### src/rtl/zero2one_seq_col_average_if.sv
// zero2one_seq_col_average_if: row-in / average-out handshake bundle.
// The averager is the slave; the producer/consumer side is the master.
interface zero2one_seq_col_average_if #(
  parameter int LEN = 16,
  parameter int W   = 16
);
  logic                  in_valid;
  logic                  in_ready;
  logic [LEN-1:0][W-1:0] in_row;
  logic                  out_valid;
  logic                  out_ready;
  logic [LEN-1:0][W-1:0] out_avg;

  modport slave (
    input  in_valid,
    input  in_row,
    input  out_ready,
    output in_ready,
    output out_valid,
    output out_avg
  );

  modport master (
    output in_valid,
    output in_row,
    output out_ready,
    input  in_ready,
    input  out_valid,
    input  out_avg
  );
endinterface

### src/rtl/zero2one_seq_col_average.sv
// zero2one_seq_col_average: sequential column averager for expected_in.
// Rows accumulate per column, then a W-step restoring divide by M rounds half-up.
module zero2one_seq_col_average #(
  parameter int M   = 50,
  parameter int LEN = 16,
  parameter int W   = 16,
  parameter int CW  = (M > 1) ? $clog2(M) : 1,
  parameter int AW  = W + $clog2(M) + 1
) (
  input  logic                      clock,
  input  logic                      reset_n,
  input  logic                      flush,
  zero2one_seq_col_average_if.slave bus,
  output logic                      busy,
  output logic [CW-1:0]             row_cnt
);
  localparam int RW = AW - W;
  localparam int DW = (W > 1) ? $clog2(W) : 1;

  localparam logic [1:0] ACCUM  = 2'd0;
  localparam logic [1:0] DIVIDE = 2'd1;
  localparam logic [1:0] OUTPUT = 2'd2;

  localparam logic [RW:0]    DIVISOR = (RW + 1)'(M);
  localparam logic [AW-1:0]  HALF    = AW'(M / 2);
  localparam logic [CW-1:0]  LAST    = CW'(M - 1);
  localparam logic [DW-1:0]  DLAST   = DW'(W - 1);

  logic [1:0]            state;
  logic [DW-1:0]         div_cnt;
  logic                  out_valid;
  logic [LEN-1:0][W-1:0] out_avg;

  logic [AW-1:0] acc   [LEN];
  logic [AW-1:0] sum   [LEN];
  logic [AW-1:0] step  [LEN];
  logic [RW:0]   trial [LEN];
  logic [RW-1:0] rem   [LEN];

  logic [LEN-1:0]        qbit;
  logic [LEN-1:0][W-1:0] quot;

  logic accept;
  logic last_row;
  logic div_done;

  assign bus.in_ready  = state == ACCUM;
  assign bus.out_valid = out_valid;
  assign bus.out_avg   = out_avg;

  assign busy = (state != ACCUM) || (row_cnt != '0);

  assign accept   = bus.in_valid && (state == ACCUM);
  assign last_row = row_cnt == LAST;
  assign div_done = div_cnt == DLAST;

  // acc doubles as the divide shift register: {remainder, dividend/quotient}
  always_comb begin
    for (int c = 0; c < LEN; c++) begin
      sum[c]   = acc[c] + AW'(bus.in_row[c]);
      trial[c] = acc[c][AW-1:W-1];
      qbit[c]  = trial[c] >= DIVISOR;
      rem[c]   = qbit[c] ? RW'(trial[c] - DIVISOR)
                         : trial[c][RW-1:0];
      step[c]  = {rem[c], acc[c][W-2:0], qbit[c]};
      quot[c]  = step[c][W-1:0];
    end
  end

  always_ff @(posedge clock or negedge reset_n) begin
    if (!reset_n) begin
      state     <= ACCUM;
      row_cnt   <= '0;
      div_cnt   <= '0;
      out_valid <= 1'b0;
      out_avg   <= '0;
      for (int c = 0; c < LEN; c++) acc[c] <= '0;
    end else if (flush) begin
      state     <= ACCUM;
      row_cnt   <= '0;
      div_cnt   <= '0;
      out_valid <= 1'b0;
      for (int c = 0; c < LEN; c++) acc[c] <= '0;
    end else begin
      case (state)
        ACCUM: begin
          if (accept) begin
            if (last_row) begin
              state   <= DIVIDE;
              row_cnt <= '0;
              div_cnt <= '0;
              for (int c = 0; c < LEN; c++) acc[c] <= sum[c] + HALF;
            end else begin
              row_cnt <= row_cnt + CW'(1);
              for (int c = 0; c < LEN; c++) acc[c] <= sum[c];
            end
          end
        end
        DIVIDE: begin
          div_cnt <= div_cnt + DW'(1);
          if (div_done) begin
            state     <= OUTPUT;
            out_valid <= 1'b1;
            out_avg   <= quot;
            for (int c = 0; c < LEN; c++) acc[c] <= '0;
          end else begin
            for (int c = 0; c < LEN; c++) acc[c] <= step[c];
          end
        end
        OUTPUT: begin
          if (bus.out_ready) begin
            state     <= ACCUM;
            out_valid <= 1'b0;
          end
        end
        default: state <= ACCUM;
      endcase
    end
  end
endmodule
### src/flat_wrapper.sv
// flat-port wrapper written by rule: the top's interface ports become plain ports
module zero2one_seq_col_average_flat 
#(
  parameter int M   = 50,
  parameter int LEN = 16,
  parameter int W   = 16,
  parameter int CW  = (M > 1) ? $clog2(M) : 1,
  parameter int AW  = W + $clog2(M) + 1
)
  (clock, reset_n, flush, busy, row_cnt, bus_in_valid, bus_in_row, bus_out_ready, bus_in_ready, bus_out_valid, bus_out_avg);
  zero2one_seq_col_average_if #(.LEN(LEN), .W(W)) bus_i ();
  input  logic clock;
  input  logic reset_n;
  input  logic flush;
  output logic busy;
  output logic [CW-1:0] row_cnt;
  input wire logic [$bits(bus_i.in_valid)-1:0] bus_in_valid;
  input wire logic [$bits(bus_i.in_row)-1:0] bus_in_row;
  input wire logic [$bits(bus_i.out_ready)-1:0] bus_out_ready;
  output wire logic [$bits(bus_i.in_ready)-1:0] bus_in_ready;
  output wire logic [$bits(bus_i.out_valid)-1:0] bus_out_valid;
  output wire logic [$bits(bus_i.out_avg)-1:0] bus_out_avg;
  assign bus_i.in_valid = bus_in_valid;
  assign bus_i.in_row = bus_in_row;
  assign bus_i.out_ready = bus_out_ready;
  assign bus_in_ready = bus_i.in_ready;
  assign bus_out_valid = bus_i.out_valid;
  assign bus_out_avg = bus_i.out_avg;
  zero2one_seq_col_average #(.M(M), .LEN(LEN), .W(W), .CW(CW), .AW(AW)) u_core (.clock(clock), .reset_n(reset_n), .flush(flush), .bus(bus_i), .busy(busy), .row_cnt(row_cnt));
endmodule
### config.mk
export PLATFORM = sky130hd
export DESIGN_NAME = zero2one_seq_col_average_flat
export DESIGN_NICKNAME = d
export VERILOG_FILES = /design/src/rtl/zero2one_seq_col_average_if.sv /design/src/rtl/zero2one_seq_col_average.sv /design/src/flat_wrapper.sv
export SDC_FILE = /design/constraint.sdc
export NUM_CORES = 2
export LEC_CHECK = 0
export ABC_CLOCK_PERIOD_IN_PS = 4550
export CAP_MARGIN = 5
export CELL_PAD_IN_SITES_DETAIL_PLACEMENT = 2
export CELL_PAD_IN_SITES_GLOBAL_PLACEMENT = 2
export CORE_MARGIN = 2
export CORE_UTILIZATION = 36
export CTS_CLUSTER_DIAMETER = 50
export DETAILED_ROUTE_END_ITERATION = 7
export PLACE_DENSITY = 0.91
export SLEW_MARGIN = 20
export SYNTH_ARGS = -nofsm -noshare
export SYNTH_HDL_FRONTEND = slang
export SYNTH_SLANG_ARGS = --single-unit
### constraint.sdc
create_clock -name clock -period 4.55 [get_ports clock]
set_input_delay 1.365 -clock clock [delete_from_list [all_inputs] [get_ports clock]]
set_output_delay 1.365 -clock clock [all_outputs]
set_load 0.005 [all_outputs]
==> impl_results.md, run 1 <==
* Status: aborted with a tool error
* Halt Stage: global routing
* Tool error: [ERROR GRT-0232] Routing congestion too high. Check the congestion heatmap in the GUI.
* Syn_area_per_cell at 8.66 µm²
* #FFs+latches synth at approximately 640
* Initial antenna violation count at 93
* Number of clock sinks at around 640
* I/O pin cnt at 526
* Net Count, Synth at 6503
* Die Span Y at ~380 µm
* Die width at approximately 380 µm
* GRT overflow at 61
* Post-synth top area share at a little over 30%
* Initial cell density of the core at a little over a third
* GP Congestion at between 0.8 and 0.9
* Row cnt at roughly 140
* GRT repair_timing worst endpoint: u_core.acc[67]$_DFFE_PN0P_/D
* Gr usage total at 65.0%
* Post-synth cell types at about 110
* Max Root-Sink Buffers at 3
* Cell Area, Synth at 0.0513 mm²
* Cells after synthesis at between 5k and 6k
* TritonCTS buffer count at about 120
* EDFF count, synth at 0
* Sequential share of the synthesized area at 31.1%
* HPWL after DPL at between 200000 and 250000 µm
* Leading area contributor after synthesis: dfrtp_1
* I/O Buffers at 525
* Placed cell count at around 9k
* Worst-path end type: register data pin
* Root buf cell: clkbuf_16
* Ys Warns at 0
* Area contributors post-synth: dfrtp_1 31%, ha_1 7.5%, xnor2_1 6.6%
* Main synth FF type: dfrtp_1
* Largest net degree at the start of global routing at around 140
* Asr flop ratio synth at between 90% and 100%
* Htree depth at 3
synthesized netlist by cell type (26+ instances only):
library cell,n
o21ai_1,26
nand3_1,185
and4_1,31
nor2b_1,31
a221oi_1,120
a31oi_1,40
and3_1,63
or3_1,43
nand2b_1,53
xnor2_1,389
a22o_1,29
nor3_1,239
nor4_1,34
mux2_2,252
o21a_1,47
o21bai_1,32
nand4_1,64
nand2_1,420
ha_1,308
nor2_1,506
a22oi_1,102
a211oi_1,131
or2_2,26
a21o_1,123
dfrtp_1,637
clkbuf_1,321
o211ai_1,52
and2_1,42
a21oi_1,417
o31ai_1,40
xor2_1,253
o21ai_0,325
inv_1,115
metal layers:
| layer | global-route usage (%) | GRT overflow |
|---|---|---|
| met1 | 64.2 | 2 |
| met2 | 86.4 | 23 |
| met3 | 43.8 | 8 |
| met4 | 66.9 | 26 |
| met5 | 13.6 | 2 |
what timing repair did:
item	4_1_cts
pin swaps	37
gates resized for setup	149
buffers inserted	14
gates cloned	0
endpoints found under the setup margin	111
hold buffers	0
kinds of logic after synthesis:
logic type | count (synthesis) | share of synthesized area [%]
and+or+nand+nor | 1837 | 17.6
AOI/OAI and AO/OA | 1736 | 22.8
DFF | 637 | 31.1
buffers and inverters | 469 | 3.48
muxes | 270 | 5.89
adders and majority gates | 325 | 8.16
xor gates and xnor gates | 644 | 11.0
stage by stage:
| stage | setup slack [ns] | util, % | cell area, µm² | setup TNS, ns | hold WS (ns) |
|---|---|---|---|---|---|
| detailed placement | -1.39 | 46.0 | 65100 | -122.47 | 0.497 |
| floorplan | -0.0170 | - | 51300 | -0.0170 | 0.464 |
| global placement | -0.706 | 46.0 | 65100 | -43.96 | 0.468 |
| CTS | 0.00169 | 49.5 | 69900 | 0 | 0.507 |
==> inputs of run 2 (changes only) <==
--- a/config.mk
+++ b/config.mk
@@ -7,13 +7,10 @@
 export LEC_CHECK = 0
 export ABC_CLOCK_PERIOD_IN_PS = 4550
 export CAP_MARGIN = 5
-export CELL_PAD_IN_SITES_DETAIL_PLACEMENT = 2
-export CELL_PAD_IN_SITES_GLOBAL_PLACEMENT = 2
 export CORE_MARGIN = 2
-export CORE_UTILIZATION = 36
-export CTS_CLUSTER_DIAMETER = 50
+export CORE_UTILIZATION = 30
 export DETAILED_ROUTE_END_ITERATION = 7
-export PLACE_DENSITY = 0.91
+export PLACE_DENSITY_LB_ADDON = 0.15
 export SLEW_MARGIN = 20
 export SYNTH_ARGS = -nofsm -noshare
 export SYNTH_HDL_FRONTEND = slang
==> run 2 against run 1 <==
  * Area after synthesis unchanged
  * Synthesized cell count unchanged
  * The flow now finishes without violations
==> impl_results.md, run 2 <==
* Number of max-cap violations at 0
* Core footprint at about 0.17 mm²
* HPWL after DPL at 140000 µm (-33%)
* Asr flop ratio synth at 100% (unchanged)
* CTS Hold Bufs at 0 (unchanged)
* Initial antenna violation count at 19
* Pins Over Slew Limit at 0
* Die Span Y at 417 µm (+9.4%)
* Area Overhead vs Synth at 34.2%
* Power Total at approximately 22 mW
* Post-synth cell types at 109 (unchanged)
* Setup crit start: bus_in_row[240]
* Nets at slightly below 8k
* Max Root-Sink Buffers at 3 (unchanged)
* CTS tree: yes
* VDD IR max at 0.000280 V
* I/O pin cnt at 526 (unchanged)
* Root buf cell: clkbuf_16
* Setup WS pre-CTS at -0.703 ns (+0.692 ns)
* Leading area contributor after synthesis: dfrtp_1
* Drt first pass iters at 5
* Cells after synthesis at 5918 (unchanged)
* Crit Path Max Fanout at 4
* Cell Area, Synth at 0.0513 mm² (unchanged)
* Vias at between 40k and 50k
* Pwr Density at 314 mW/mm²
* Final Skew at around 0.034 ns
* Leakage Power at about 30 nW
* Hold Crit Class: reg -> reg
* Post-synth top area share at 31.1% (unchanged)
* Syn_area_per_cell at 8.66 µm² (unchanged)
* Net Count, Synth at 6503 (unchanged)
* Setup_tns at 0 ns
* Vias per cell at ~5.3
* Period utilization at a little over nine tenths
* WL per Instance at 20.3 µm
* Largest register by flop count: u_core.acc
* Filler Cells Inserted at 17.1k
* Ratio of cells with drive above 1 in the final layout at a little over a fifth
* Sequential share of the synthesized area at 31.1% (unchanged)
* Main synth FF type: dfrtp_1
* Most frequent cells in the layout: 968 x buf_4, 637 x dfrtp_1, 523 x clkdlybuf4s50_1
* Die width at 417 µm (+9.4%)
* Req. time, crit path at between 5 and 6 ns
* Post-DRT Antenna Nets at 0
* Biggest regs: u_core.acc (368), u_core.bus.out_avg (256), u_core.row_cnt (6)
* Crit path time final at 4.46 ns
* Reg-to-reg startpoint: u_core.acc[184]$_DFFE_PN0P_
* Commonest non-fill, non-tap cell in the layout: buf_4
* Clock Pin Slew Worst Setup and Hold Paths at roughly 0.060 ns
* Gr usage total at a little over a fifth
* Critical path class: in -> reg
* Post-route cell area at approximately 0.069 mm²
* Area contributors post-synth: dfrtp_1 31%, ha_1 7.5%, xnor2_1 6.6%
* Fmax at approximately 220 MHz
* Post-Route WL at between 150000 and 200000 µm
* GP Congestion at 0.883 (-1.8%)
* DR iter-0 viols at 2602
* Ys Warns at 0 (unchanged)
* Die area at roughly 0.17 mm²
* First-pass GRT wire length at around 300000 µm
* Htree depth at 3 (unchanged)
* Initial cell density of the core at 30.2% (-6.0 points)
* Final setup viols at 0
* Drt drc at 0
* Final WS setup at slightly above 0.09 ns
* TritonCTS buffer count at 85 (-27%)
* Most instantiated cells after synthesis: 637 x dfrtp_1, 506 x nor2_1, 420 x nand2_1
* Type of origin of the critical path: input pin
* RSZ-0062 raised after global routing: no
* Top-count cell post-synth: dfrtp_1
* Final hold vios at 0
* Clock latency on the worst-skew pair at about 0.74 ns
* Arr. time, crit path at about 5 ns
* Number of clock sinks at 637 (unchanged)
* Hold path startpoint: u_core.bus.out_avg[224]$_DFFE_PN0P_
* Worst slew margin at a little over a third
* GRT overflow at 0
* EDFF count, synth at 0 (unchanged)
* Crit end category: register
* Row cnt at 151 (+9.4%)
* Status: complete, no violations
* #FFs+latches synth at 637 (unchanged)
* Largest net degree at the start of global routing at 142
* I/O Buffers at 525 (unchanged)
* Post-place instance area at 0.0659 mm² (+1.2%)
* Largest register FFs at around 370
* Worst-Margin Slew at about 0.97 ns
* Vias in the first global route at 50.0k
## run 2: cell families (layout without fill, tap and decap cells)
group                    count (synthesis)  after routing  share of synthesized area, %
multiplexers                           270            270                          5.89
other                                    0              7                             0
AO/OA/AOI/OAI                         1736           1736                          22.8
XOR/XNOR                               644            644                          11.0
AND/OR/NAND/NOR                       1837           1837                          17.6
buffers and inverters                  469           1786                          3.48
adder cells (fa/ha/maj)                325            325                          8.16
flip-flops                             637            637                          31.1
## run 2: what timing repair did
item / in CTS / in global routing
setup buffers: 0 / 1
setup endpoints to repair: 0 / 10
resized for setup: 0 / 20
## run 2: path summary, 6_finish.rpt
| kind | to | slack (ns) | cells after the start |
|---|---|---|---|
| min | u_core.bus.out_avg[224]$_DFFE_PN0P_ | 0.48 | 2 |
| max in group asynchronous | u_core.acc[278]$_DFFE_PN0P_ | 2.99 | 3 |
| min reg2reg | u_core.bus.out_avg[224]$_DFFE_PN0P_ | 0.48 | 2 |
| max reg2reg | u_core.acc[202]$_DFFE_PN0P_ | 0.73 | 13 |
| max | u_core.acc[19]$_DFFE_PN0P_ | 0.09 | 15 |
| min in group asynchronous | u_core.bus.out_avg[240]$_DFFE_PN0P_ | 0.55 | 1 |
## run 2: cell type report
cell class                 instances  area [µm²]  area share [%]
multi-input combinational       4812       33800            49.1
antenna                            7        17.5          0.0254
inverter                         116         435           0.633
clock inverter                    31         325           0.473
sequential                       637       15900            23.2
clock buffer                     121        2500            3.64
tap                             2218        2780            4.03
timing repair buffer            1518       13000            18.9
## run 2: worst max-delay path: stages
cell and delay [ns]:
clkdlybuf4s50_1 0.51, ha_1 0.30, fa_1 0.42, a21o_1 0.21, a211o_1 0.32, buf_4 0.16, a211oi_1 0.19, nor2_1 0.09
xnor2_1 0.14, nor4_1 0.33, buf_4 0.18, nand4_1 0.20, o31ai_2 0.30, mux2i_1 0.21, a211oi_1 0.09
## run 2: where the power goes
group / switching (mW) / internal, mW
sequential: 0.464 / 5.97
combinational: 4.12 / 4.07
clock: 2.87 / 4.10
## run 2: routing by layer
layer	share of wire (%)	vias up	track usage, %	wire length (µm)
met5	0.013	-	0	25
met4	2.6	4	6.23	5070
met3	3.3	202	2.74	6380
met2	49	827	38.2	94800
met1	45	24300	27.6	86000
li1	-	24400	-	-
## run 2: metrics by stage
step / utilization [%] / hold WS [ns] / std cells
2_1_floorplan: - / 0.464 / 5918
3_3_place_gp: 38.8 / 0.468 / 9300
3_5_place_dp: 38.8 / 0.474 / 9300
4_1_cts: 40.5 / 0.481 / 9452
5_1_grt: 40.6 / 0.511 / 9456
6_report: 40.6 / 0.482 / 9460
Power figures use the tool's default switching activity.
